**src/rtl/shift_reg_universal.sv**
```systemverilog
// Universal shift register: shift, rotate, parallel load or hold, with a
// saturating operation counter and a done flag. All outputs are registered.
module shift_reg_universal #(
  parameter int unsigned WIDTH = 4
) (
  input  logic                           clk,
  input  logic                           rst_n,
  input  logic                           enb,
  input  logic [1:0]                     mode,
  input  logic                           dir,
  input  logic                           s_in,
  input  logic [WIDTH-1:0]               d,
  output logic [WIDTH-1:0]               q,
  output logic                           s_out,
  output logic [$clog2(WIDTH+1)-1:0]     cnt,
  output logic                           done
);

  localparam int unsigned CntW = $clog2(WIDTH + 1);
  localparam logic [CntW-1:0] CntMax = CntW'(WIDTH);

  typedef enum logic [1:0] {
    OpShift  = 2'b00,
    OpRotate = 2'b01,
    OpLoad   = 2'b10,
    OpHold   = 2'b11
  } op_e;

  if (WIDTH < 2 || WIDTH > 8) begin : gen_width_check
    $error("shift_reg_universal: WIDTH must be in 2..8");
  end

  op_e             op;
  logic [WIDTH-1:0] q_q, q_d;
  logic             sout_q, sout_d;
  logic [CntW-1:0]  cnt_q, cnt_d;
  logic             done_q, done_d;
  logic             out_bit;
  logic             fill_bit;

  assign op = op_e'(mode);

  // The bit leaving the register is also the rotate fill bit, so shift and
  // rotate differ only in where the vacated position is filled from.
  assign out_bit  = dir ? q_q[0] : q_q[WIDTH-1];
  assign fill_bit = (op == OpShift) ? s_in : out_bit;

  always_comb begin
    q_d    = q_q;
    sout_d = sout_q;
    cnt_d  = cnt_q;
    done_d = done_q;
    if (!enb) begin
      unique case (op)
        OpShift, OpRotate: begin
          q_d    = dir ? {fill_bit, q_q[WIDTH-1:1]} : {q_q[WIDTH-2:0], fill_bit};
          sout_d = out_bit;
          if (cnt_q != CntMax) begin
            cnt_d = cnt_q + CntW'(1);
          end
          done_d = (cnt_d == CntMax);
        end
        OpLoad: begin
          q_d    = d;
          sout_d = 1'b0;
          cnt_d  = '0;
          done_d = 1'b0;
        end
        OpHold: begin
        end
        default: begin
        end
      endcase
    end
  end

  always_ff @(posedge clk or negedge rst_n) begin
    if (!rst_n) begin
      q_q    <= '0;
      sout_q <= 1'b0;
      cnt_q  <= '0;
      done_q <= 1'b0;
    end else begin
      q_q    <= q_d;
      sout_q <= sout_d;
      cnt_q  <= cnt_d;
      done_q <= done_d;
    end
  end

  assign q     = q_q;
  assign s_out = sout_q;
  assign cnt   = cnt_q;
  assign done  = done_q;

endmodule

```
**config.mk**
```make
export PLATFORM = sky130hd
export DESIGN_NAME = shift_reg_universal
export DESIGN_NICKNAME = d
export VERILOG_FILES = /design/src/rtl/shift_reg_universal.sv
export SDC_FILE = /design/constraint.sdc
export NUM_CORES = 1
export LEC_CHECK = 0
export CAP_MARGIN = 20
export CELL_PAD_IN_SITES_DETAIL_PLACEMENT = 1
export CELL_PAD_IN_SITES_GLOBAL_PLACEMENT = 1
export CORE_AREA = 10 10 47 49
export CTS_BUF_LIST = sky130_fd_sc_hd__clkbuf_8
export CTS_CLUSTER_DIAMETER = 150
export DETAILED_ROUTE_END_ITERATION = 12
export DIE_AREA = 0 0 57 59
export DONT_BUFFER_PORTS = 1
export GPL_TIMING_DRIVEN = 0
export PLACE_DENSITY_LB_ADDON = 0.3
export SYNTH_ARGS = -nofsm -noshare
export SYNTH_HDL_FRONTEND = slang
export SYNTH_SLANG_ARGS = --single-unit
```
**constraint.sdc**
```tcl
create_clock -name clk -period 3.11 [get_ports clk]
set_input_delay 0.622 -clock clk [delete_from_list [all_inputs] [get_ports clk]]
set_output_delay 0.622 -clock clk [all_outputs]
set_load 0.005 [all_outputs]
```
==> out/results.ini <==
[worst_setup_path]
r2r_start = cnt[0]$_DFFE_PN0P_
critPathKind = reg2reg
cp-start-kind = flip-flop
cp_data_arrival_time_ps = 1420
cp-startpoint = cnt[0]$_DFFE_PN0P_
cp-end-kind = flip-flop
worstPathMaxFanout = 5
worstPathRequired_ps = 3230

[synthesis]
synthCells = 58
syn_nets = 71
synth_top_family_by_area = compound AO/OA/AOI/OAI gates
ys_seq_area_share_pct = 40.45
syn_avg_cell_area_um2 = 9.600
synth-warning-count = 0
syn_area_um2 = 556.8
synthMuxAreaShare_pct = 6.067
synth-xor-area-share_pct = 1.573
synth_seq_cells = 9
synthSimpleGateAreaFrac_pct = 15.06
synth_compound_area_share_pct = 27.19
synthAdderAreaFrac_pct = 4.494
synthDistinctLibCells = 25

[cts]
cts.sinks = 9
worst_skew_pair.late_latency_ps = 230
h-tree-depth = 1
clk_path_buf_depth = 2
cts_resized = 0
cts_root_buffer = clkbuf_8
clk_pin_slew_ps = 50
cts_tree = done
cts_setup_buffers = 0
numCtsBuffers = 3
hold_buffers = 0

[timing]
fin_ws_ps = 1809
slew-limit-headroom_pct = 83.50
min_period_over_period_pct = 41.84
max_freq_mhz = 768.5
clock_skew_ps = 7.130
final_max_slew_viol_count = 0
setup_viol = 0
hold_viol_final = 0
max_slew.worst_pin.slew_ps = 246.5
rsz0062_at_grt = false
tns_ps = 0
period_minus_slack_ps = 1301
fin_hold_ws_ps = 78.62

[routing]
drt_iter0_drc = 6
viasPerCell = 5.782
drtPass1Iterations = 3
drc = 0
routed_wl_mm = 1.491
final_antenna_net_count = 0
wire_per_inst_um = 19.12
vias = 451

[global_route]
antenna_found_initial = 0
grt_pass1_vias = 508
grt_pass1_wl_mm = 2.456
grt_usage_pct = 9.472
grt_max_degree = 11
overflow = 0

[place]
place_area_um2 = 576.8
place_inst = 74
post-place-ws_ps = 1648
hpwl_mm = 1.189
place_congestion = 0.7598
port_buffers = 0

[power]
peakVddDrop_mv = 0.4143
power.leakage_nw = 0.2660
power.density_nw_per_um2 = 648.9
total_power_mw = 0.4035

[floorplan]
fp.dieH_um = 59
rows = 14
core-area_um2 = 1401
io_pins = 20
fp.dieW_um = 57
initial_utilization_pct = 39.73
die_area_um2 = 3363

[final_layout]
register_area_um2 = 225.2
multiInputGateArea_um2 = 302.8
fillers = 171
drive_gt1_share_pct = 19.35
layout_commonest_cell = dfrtp_1
design_area_um2 = 621.8
final_core_util_pct = 44.38
final_cell_mix = 9 x dfrtp_1, 8 x nand2_1, 7 x o21ai_1, 4 x inv_1
area_delta_synth_final_pct = 11.69
diodes = 0
nNetsFinal = 76
stdcell_count = 78

[run_status]
status = complete, no violations

[job]
maxCapViolCount = 0

[worst_hold_path]
hp-class = in2async

==> final timing paths <==
path	end	slack, ps	cells after the start
min	q[0]$_DFFE_PN0P_	80	0
min in group clk	done$_DFFE_PN0P_	520	2
max	cnt[0]$_DFFE_PN0P_	1810	5
max reg2reg	cnt[0]$_DFFE_PN0P_	1810	5
max in group asynchronous	q[2]$_DFFE_PN0P_	2950	0
min reg2reg	done$_DFFE_PN0P_	520	2
==> synthesized netlist by cell type <==
cell | n | area, um^2
nand3b_1 | 1 | 7.510
a22o_1 | 2 | 17.52
buf_4 | 1 | 7.510
o31ai_2 | 1 | 12.51
dfrtp_1 | 9 | 225.2
mux2_2 | 3 | 33.78
o21ai_0 | 1 | 5.000
a21oi_1 | 3 | 15.01
a21o_1 | 1 | 7.510
xnor2_1 | 1 | 8.760
nand2b_1 | 1 | 6.260
or3b_1 | 1 | 8.760
nor2_4 | 1 | 11.26
a21oi_2 | 1 | 8.760
nor3_1 | 1 | 5.000
nand2_1 | 8 | 30.03
o21ai_1 | 7 | 35.03
a21boi_1 | 1 | 7.510
a22oi_1 | 2 | 15.01
o211ai_1 | 1 | 7.510
inv_1 | 3 | 11.26
buf_2 | 2 | 10.01
o32a_1 | 2 | 20.02
ha_1 | 2 | 25.02
nor3b_1 | 2 | 15.01
==> report_power, final <==
group          internal (mW)  total, mW  switching [mW]
combinational         0.0455     0.0942          0.0487
sequential             0.142      0.177          0.0349
clock                 0.0860      0.132          0.0463
total                  0.274      0.404           0.130
==> worst max-delay path, stage by stage (launching register included) <==
cell	delay (ps)
dfrtp_1	440
inv_1	110
ha_1	210
nand2_1	130
o21ai_1	70
a22o_1	230
==> per-layer routing <==
layer  share of wire (%)  up-vias  wire [um]  GRT usage, %
li1                    -      219          -             -
met1                  39      219        585         8.425
met2                  52       11        773         17.36
met3                 8.2        2        123         5.794
met4                0.54        0          8         3.020
met5                   0        -          0             0
==> layout make-up <==
class / instances / area share [%]
clock buffers: 3 / 6.640
flip-flops and latches: 9 / 36.22
multi-input cells: 43 / 48.69
inverters: 3 / 1.811
plain buffers: 3 / 2.817
clock inverters: 1 / 0.6036
well taps: 16 / 3.219
==> kinds of logic (layout without fill, tap and decap cells) <==
kind of cell    after synthesis  in the layout
simple gates                 15             15
xor+xnor                      1              1
flops                         9              9
buf+inv                       6             10
mux                           3              3
compound gates               22             22
fa+ha+maj                     2              2
==> flip-flops by register name, summed over array words and instances, names as in the netlist <==
| register | count |
|---|---|
| cnt | 3 |
| done | 1 |
| q | 4 |
| s_out | 1 |
Power figures use the tool's default switching activity.
